--- config.mk ---
export PLATFORM = sky130hd
export DESIGN_NAME = jtag_tap_controller_flat
export DESIGN_NICKNAME = d
export VERILOG_FILES = /design/src/rtl/jtag_tap_controller_if.sv /design/src/rtl/jtag_tap_controller.sv /design/src/flat_wrapper.sv
export SDC_FILE = /design/constraint.sdc
export NUM_CORES = 1
export LEC_CHECK = 0
export BUFFER_PORTS_ARGS = -buffer_cell sky130_fd_sc_hd__buf_2
export CAP_MARGIN = 25
export CORE_MARGIN = 2
export CORE_UTILIZATION = 45
export CTS_CLUSTER_SIZE = 12
export DETAILED_ROUTE_END_ITERATION = 8
export GPL_ROUTABILITY_DRIVEN = 0
export PLACE_DENSITY = 0.67
export SETUP_SLACK_MARGIN = 0.1
export SLEW_MARGIN = 20
export SYNTH_ARGS = -nofsm -noshare
export SYNTH_HDL_FRONTEND = slang
export SYNTH_SLANG_ARGS = --single-unit
--- constraint.sdc ---
create_clock -name clock -period 2 [get_ports clock]
set_clock_uncertainty 0.05 [all_clocks]
set_input_delay 0.4 -clock clock [delete_from_list [all_inputs] [get_ports clock]]
set_output_delay 0.4 -clock clock [all_outputs]
set_load 0.1 [all_outputs]
--- src/rtl/jtag_tap_controller_if.sv ---
// JTAG TAP pin and chain-side signal bundle; clock and reset stay outside.
// The slave modport is the TAP controller, the master modport the pin/chain driver.
interface jtag_tap_controller_if #(
    parameter int IR_WIDTH = 5
);
    logic                io_tms;
    logic                io_tdi;
    logic                io_tdo;
    logic                io_tdo_en;
    logic                io_chainOut_capture;
    logic                io_chainOut_shift;
    logic                io_chainOut_update;
    logic                io_chainOut_data;
    logic                io_chainIn_data;
    logic [IR_WIDTH-1:0] io_ir;
    logic [3:0]          io_state;
    logic                io_tlr;

    modport master (
        output io_tms, io_tdi, io_chainIn_data,
        input  io_tdo, io_tdo_en, io_chainOut_capture, io_chainOut_shift,
               io_chainOut_update, io_chainOut_data, io_ir, io_state, io_tlr
    );

    modport slave (
        input  io_tms, io_tdi, io_chainIn_data,
        output io_tdo, io_tdo_en, io_chainOut_capture, io_chainOut_shift,
               io_chainOut_update, io_chainOut_data, io_ir, io_state, io_tlr
    );
endinterface

--- src/rtl/jtag_tap_controller.sv ---
// IEEE 1149.1 TAP controller: 16-state FSM, instruction register, bypass
// register and capture/shift/update strobes for the selected data chain.
module jtag_tap_controller #(
    parameter int                  IR_WIDTH     = 5,
    parameter logic [IR_WIDTH-1:0] IDCODE_INSTR = IR_WIDTH'(5'h01),
    parameter logic [IR_WIDTH-1:0] BYPASS_INSTR = {IR_WIDTH{1'b1}}
) (
    input  logic                clock,
    input  logic                reset,
    jtag_tap_controller_if.slave tap
);

    typedef enum logic [3:0] {
        TEST_LOGIC_RESET = 4'd15,
        RUN_TEST_IDLE    = 4'd12,
        SELECT_DR        = 4'd7,
        CAPTURE_DR       = 4'd6,
        SHIFT_DR         = 4'd2,
        EXIT1_DR         = 4'd1,
        PAUSE_DR         = 4'd3,
        EXIT2_DR         = 4'd0,
        UPDATE_DR        = 4'd5,
        SELECT_IR        = 4'd4,
        CAPTURE_IR       = 4'd14,
        SHIFT_IR         = 4'd10,
        EXIT1_IR         = 4'd9,
        PAUSE_IR         = 4'd11,
        EXIT2_IR         = 4'd8,
        UPDATE_IR        = 4'd13
    } tap_state_e;

    tap_state_e          state_r;
    tap_state_e          next_state_s;
    logic [IR_WIDTH-1:0] ir_shift_r;
    logic [IR_WIDTH-1:0] ir_r;
    logic                bypass_r;
    logic                bypass_sel_s;
    logic                capture_s;
    logic                shift_s;
    logic                update_s;
    logic                tdo_s;
    logic                tdo_en_s;
    logic                tlr_s;

    assign bypass_sel_s = (ir_r == BYPASS_INSTR);

    // TAP state register
    always_ff @(posedge clock or posedge reset) begin
        if (reset) begin
            state_r <= TEST_LOGIC_RESET;
        end else begin
            state_r <= next_state_s;
        end
    end

    // TAP next-state decode on TMS
    always_comb begin
        next_state_s = TEST_LOGIC_RESET;
        case (state_r)
            TEST_LOGIC_RESET: next_state_s = tap.io_tms ? TEST_LOGIC_RESET : RUN_TEST_IDLE;
            RUN_TEST_IDLE:    next_state_s = tap.io_tms ? SELECT_DR        : RUN_TEST_IDLE;
            SELECT_DR:        next_state_s = tap.io_tms ? SELECT_IR        : CAPTURE_DR;
            CAPTURE_DR:       next_state_s = tap.io_tms ? EXIT1_DR         : SHIFT_DR;
            SHIFT_DR:         next_state_s = tap.io_tms ? EXIT1_DR         : SHIFT_DR;
            EXIT1_DR:         next_state_s = tap.io_tms ? UPDATE_DR        : PAUSE_DR;
            PAUSE_DR:         next_state_s = tap.io_tms ? EXIT2_DR         : PAUSE_DR;
            EXIT2_DR:         next_state_s = tap.io_tms ? UPDATE_DR        : SHIFT_DR;
            UPDATE_DR:        next_state_s = tap.io_tms ? SELECT_DR        : RUN_TEST_IDLE;
            SELECT_IR:        next_state_s = tap.io_tms ? TEST_LOGIC_RESET : CAPTURE_IR;
            CAPTURE_IR:       next_state_s = tap.io_tms ? EXIT1_IR         : SHIFT_IR;
            SHIFT_IR:         next_state_s = tap.io_tms ? EXIT1_IR         : SHIFT_IR;
            EXIT1_IR:         next_state_s = tap.io_tms ? UPDATE_IR        : PAUSE_IR;
            PAUSE_IR:         next_state_s = tap.io_tms ? EXIT2_IR         : PAUSE_IR;
            EXIT2_IR:         next_state_s = tap.io_tms ? UPDATE_IR        : SHIFT_IR;
            UPDATE_IR:        next_state_s = tap.io_tms ? SELECT_DR        : RUN_TEST_IDLE;
            default:          next_state_s = TEST_LOGIC_RESET;
        endcase
    end

    // Strobe and TDO decode; a single case on the state keeps the strobes exclusive
    always_comb begin
        capture_s = 1'b0;
        shift_s   = 1'b0;
        update_s  = 1'b0;
        tdo_s     = 1'b0;
        tdo_en_s  = 1'b0;
        tlr_s     = 1'b0;
        case (state_r)
            TEST_LOGIC_RESET: tlr_s = 1'b1;
            CAPTURE_DR:       capture_s = 1'b1;
            SHIFT_DR: begin
                shift_s  = 1'b1;
                tdo_en_s = 1'b1;
                tdo_s    = bypass_sel_s ? bypass_r : tap.io_chainIn_data;
            end
            UPDATE_DR:        update_s = 1'b1;
            SHIFT_IR: begin
                tdo_en_s = 1'b1;
                tdo_s    = ir_shift_r[0];
            end
            default:          tdo_s = 1'b0;
        endcase
    end

    // IR shift register: capture fixed 0..01 pattern, shift TDI in at the MSB
    always_ff @(posedge clock or posedge reset) begin
        if (reset) begin
            ir_shift_r <= '0;
        end else if (state_r == CAPTURE_IR) begin
            ir_shift_r <= IR_WIDTH'(2'b01);
        end else if (state_r == SHIFT_IR) begin
            ir_shift_r <= {tap.io_tdi, ir_shift_r[IR_WIDTH-1:1]};
        end else begin
            ir_shift_r <= ir_shift_r;
        end
    end

    // Active instruction: IDCODE whenever TLR is (re)entered, else latched in Update-IR
    always_ff @(posedge clock or posedge reset) begin
        if (reset) begin
            ir_r <= IDCODE_INSTR;
        end else if (next_state_s == TEST_LOGIC_RESET) begin
            ir_r <= IDCODE_INSTR;
        end else if (state_r == UPDATE_IR) begin
            ir_r <= ir_shift_r;
        end else begin
            ir_r <= ir_r;
        end
    end

    // Single-bit bypass register, only active when BYPASS is the instruction
    always_ff @(posedge clock or posedge reset) begin
        if (reset) begin
            bypass_r <= 1'b0;
        end else if (bypass_sel_s && (state_r == CAPTURE_DR)) begin
            bypass_r <= 1'b0;
        end else if (bypass_sel_s && (state_r == SHIFT_DR)) begin
            bypass_r <= tap.io_tdi;
        end else begin
            bypass_r <= bypass_r;
        end
    end

    assign tap.io_tdo              = tdo_s;
    assign tap.io_tdo_en           = tdo_en_s;
    assign tap.io_chainOut_capture = capture_s;
    assign tap.io_chainOut_shift   = shift_s;
    assign tap.io_chainOut_update  = update_s;
    assign tap.io_chainOut_data    = tap.io_tdi;
    assign tap.io_ir               = ir_r;
    assign tap.io_state            = state_r;
    assign tap.io_tlr              = tlr_s;

endmodule
--- src/flat_wrapper.sv ---
// flat-port wrapper written by rule: the top's interface ports become plain ports
module jtag_tap_controller_flat 
#(
    parameter int                  IR_WIDTH     = 5,
    parameter logic [IR_WIDTH-1:0] IDCODE_INSTR = IR_WIDTH'(5'h01),
    parameter logic [IR_WIDTH-1:0] BYPASS_INSTR = {IR_WIDTH{1'b1}}
)
  (clock, reset, tap_io_tms, tap_io_tdi, tap_io_chainIn_data, tap_io_tdo, tap_io_tdo_en, tap_io_chainOut_capture, tap_io_chainOut_shift, tap_io_chainOut_update, tap_io_chainOut_data, tap_io_ir, tap_io_state, tap_io_tlr);
  jtag_tap_controller_if #(.IR_WIDTH(IR_WIDTH)) tap_i ();
  input  logic clock;
  input  logic reset;
  input wire logic [$bits(tap_i.io_tms)-1:0] tap_io_tms;
  input wire logic [$bits(tap_i.io_tdi)-1:0] tap_io_tdi;
  input wire logic [$bits(tap_i.io_chainIn_data)-1:0] tap_io_chainIn_data;
  output wire logic [$bits(tap_i.io_tdo)-1:0] tap_io_tdo;
  output wire logic [$bits(tap_i.io_tdo_en)-1:0] tap_io_tdo_en;
  output wire logic [$bits(tap_i.io_chainOut_capture)-1:0] tap_io_chainOut_capture;
  output wire logic [$bits(tap_i.io_chainOut_shift)-1:0] tap_io_chainOut_shift;
  output wire logic [$bits(tap_i.io_chainOut_update)-1:0] tap_io_chainOut_update;
  output wire logic [$bits(tap_i.io_chainOut_data)-1:0] tap_io_chainOut_data;
  output wire logic [$bits(tap_i.io_ir)-1:0] tap_io_ir;
  output wire logic [$bits(tap_i.io_state)-1:0] tap_io_state;
  output wire logic [$bits(tap_i.io_tlr)-1:0] tap_io_tlr;
  assign tap_i.io_tms = tap_io_tms;
  assign tap_i.io_tdi = tap_io_tdi;
  assign tap_i.io_chainIn_data = tap_io_chainIn_data;
  assign tap_io_tdo = tap_i.io_tdo;
  assign tap_io_tdo_en = tap_i.io_tdo_en;
  assign tap_io_chainOut_capture = tap_i.io_chainOut_capture;
  assign tap_io_chainOut_shift = tap_i.io_chainOut_shift;
  assign tap_io_chainOut_update = tap_i.io_chainOut_update;
  assign tap_io_chainOut_data = tap_i.io_chainOut_data;
  assign tap_io_ir = tap_i.io_ir;
  assign tap_io_state = tap_i.io_state;
  assign tap_io_tlr = tap_i.io_tlr;
  jtag_tap_controller #(.IR_WIDTH(IR_WIDTH), .IDCODE_INSTR(IDCODE_INSTR), .BYPASS_INSTR(BYPASS_INSTR)) u_core (.clock(clock), .reset(reset), .tap(tap_i));
endmodule
==> impl_metrics.py <==
metrics = {
    "worst_setup_path": {
        "path_class": "reg2out",
        "rrSetupSlack_ns": 0.40,
        "critPathTopFamily": "flip-flops",
        "crit_path_end_kind": "output port",
        "slowest_stage": "dfstp_4",
        "r2r-end": "u_core.tap.io_ir[1]",
        "cp_max_fo": 3,
        "critPathMaxStageDelay_ns": 0.64,
        "r2r-start": "u_core.tap.io_state[1]",
        "critPathLaunchType": "flop",
        "cp.buffers_inverters": 3,
        "required_ns": 1.55,
        "cpMostUsedCell": "buf_12",
        "reg2regPathDepth": 5,
        "crit_arrival_ns": 1.57,
        "crit_chain": "clkinvlp_4, buf_12, nor3_4, buf_12",
    },
    "place": {
        "io_buffers": 20,
        "placed_cell_area_sq_um": 1120,
        "hpwl_mm": 1.26,
    },
    "route": {
        "first_iter_violations": 10,
        "wl_met3_microns": 61,
        "m1WireLength_microns": 897,
        "via_per_inst": 5.16,
        "drt-total-wl_mm": 1.88,
        "remaining_drc_errors": 0,
        "num_vias": 691,
        "ant_nets": 0,
        "wl_per_cell_microns": 14.1,
        "top_layer_used": "met4",
        "first_pass_iters": 4,
        "dr_wl_met2_microns": 903,
    },
    "clocking": {
        "clkSlewWorstSetupHoldPaths_ns": 0.10,
        "tritoncts": "built",
        "ctsLongestPathBuffers": 2,
        "cts_sinks": 15,
        "cts_buffers": 3,
        "clock_latency_ns": 0.29,
        "root_buffer": "clkbuf_4",
        "htreeDepth": 1,
    },
    "timing": {
        "setup_ws_ns": -0.0210,
        "finalSetupViolations": 3,
        "tightest_slew_ns": 0.577,
        "rsz0062_at_grt": "true",
        "relSlewSlack_pct": 61.5,
        "clock.fmax_ghz": 0.495,
        "post-route-min-period_ns": 2.02,
        "finalHoldViolCount": 0,
        "slew_viol_final": 0,
        "period_share_pct": 101,
    },
    "yosys": {
        "avgSynthCellArea_sq_um": 9.81,
        "syn_area_sq_um": 815,
        "yosysUniqueCellTypes": 30,
        "synthCells": 83,
        "ys_warn_count": 0,
        "synth-async-reset-ratio_pct": 100,
        "synth_top_area_share_pct": 30.7,
        "ys_top_cells_by_area": "dfrtp_1, dfstp_2, nand2_1",
        "ys_ff_latch": 15,
        "syn_nets": 88,
        "yosysSeqAreaShare_pct": 46.9,
        "yosysTopAreaCell": "dfrtp_1",
        "ys.flop_type": "dfrtp_1",
        "synth_edf_count": 0,
    },
    "layout": {
        "nets": 115,
        "drive_above_1_share_pct": 52.3,
        "area_growth_syn_to_layout_pct": 50.1,
        "post-route-cell-area_sq_um": 1220,
        "multi_input_area_sq_um": 457,
        "regArea_sq_um": 402,
        "insertedDiodeCount": 0,
        "nFillCells": 119,
    },
    "run": {
        "cap_violations": 0,
    },
    "floorplan": {
        "core-area_sq_um": 1710,
        "io_pins": 21,
        "die_x_microns": 46.5,
        "rows": 15,
        "die_area_sq_um": 2170,
        "start_util_pct": 47.7,
        "die_y_microns": 46.5,
    },
    "global_route": {
        "gr-total-overflow": 0,
        "grt_pass1_wl_mm": 3.09,
        "grt_pass1_vias": 612,
        "antenna_found_initial": 0,
        "track_usage_pct": 20.7,
        "grt_max_degree": 17,
    },
    "outcome": {
        "violations": "negative setup slack",
        "outcome": "finished, violations left",
    },
    "hold_path": {
        "hold_class": "in2async",
    },
}
## per-stage QoR
stage | hold WS, ns | setup TNS [ns] | util (%) | setup WS, ns | cells
4_1_cts | 0.117 | -0.0747 | 70.9 | -0.0321 | 133
3_5_place_dp | 0.438 | 0 | 65.5 | 0.184 | 123
6_report | 0.0918 | -0.0443 | 71.6 | -0.0210 | 134
3_3_place_gp | 0.433 | 0 | 65.5 | 0.205 | 123
2_1_floorplan | 0.248 | -1.37 | - | -0.506 | 83
5_1_grt | 0.143 | -0.247 | 71.6 | -0.0718 | 134
## repair_timing
action / CTS / global route
endpoints found under the setup margin: 8 / 9
pin swaps: 3 / 0
setup buffers: 6 / 1
hold buffers: 0 / 0
gates resized for setup: 3 / 1
## layout by cell type (no fill, tap or decap), drive strengths merged, types with 2 or more instances in the layout
| cell | n |
|---|---|
| dfstp | 5 |
| mux2i | 4 |
| o21ai | 5 |
| buf | 28 |
| nand3 | 2 |
| nand2 | 12 |
| mux2 | 3 |
| nor3 | 4 |
| a21oi | 4 |
| inv | 4 |
| dfrtp | 10 |
| nor2 | 8 |
| clkbuf | 4 |
## sequential cells by signal, summed over array words and instances, names as in the netlist
| name | cells |
|---|---|
| u_core.ir_shift_r | 5 |
| u_core.tap.io_ir | 5 |
| u_core.tap.io_state | 4 |
| u_core.bypass_r | 1 |
## cells in the mapped netlist, types with 2 or more instances
library cell,count
dfstp_2,5
mux2_2,3
nor2_1,8
buf_2,4
a21oi_1,3
dfrtp_1,10
nand2_1,12
nor3_1,4
mux2i_1,4
inv_1,5
o21ai_0,5
nand3_1,2
## layer usage
layer	global-route usage [%]	up-vias
met4	8.57	0
met5	0	-
met3	3.92	2
met2	30.3	14
met1	29.5	333
li1	-	342
## worst max-delay path by stage
stage | startpoint | to | slack (ns) | depth (start not counted)
after global placement | u_core.tap.io_state[1] | tap_io_tdo | 0.20 | 4
after global routing | u_core.tap.io_state[2] | tap_io_chainOut_capture | -0.07 | 4
final | u_core.tap.io_state[2] | tap_io_chainOut_capture | -0.02 | 4
after detailed placement | u_core.tap.io_state[1] | tap_io_tdo | 0.18 | 4
after floorplan | u_core.tap.io_state[2] | tap_io_chainOut_update | -0.51 | 2
after CTS | u_core.tap.io_state[2] | tap_io_chainOut_capture | -0.03 | 4
## kinds of logic (layout without fill, tap and decap cells)
kind of cell	count (synthesis)	after routing	synth area share [%]
AOI/OAI and AO/OA	16	16	14.1
muxes	7	7	9.06
DFF	15	15	46.9
and+or+nand+nor	34	34	22.9
buffers and inverters	11	37	7.07
## area by class of cell
class                           count  area share (%)
Tap cell                           25            2.56
Multi-Input combinational cell     57            37.4
Inverter                            5            1.84
Sequential cell                    15            32.9
Timing Repair Buffer               28            23.2
Clock buffer                        4            2.15
Power is not shown: default switching activity piles up to over one toggle a cycle in this logic, so the estimate is an artifact.
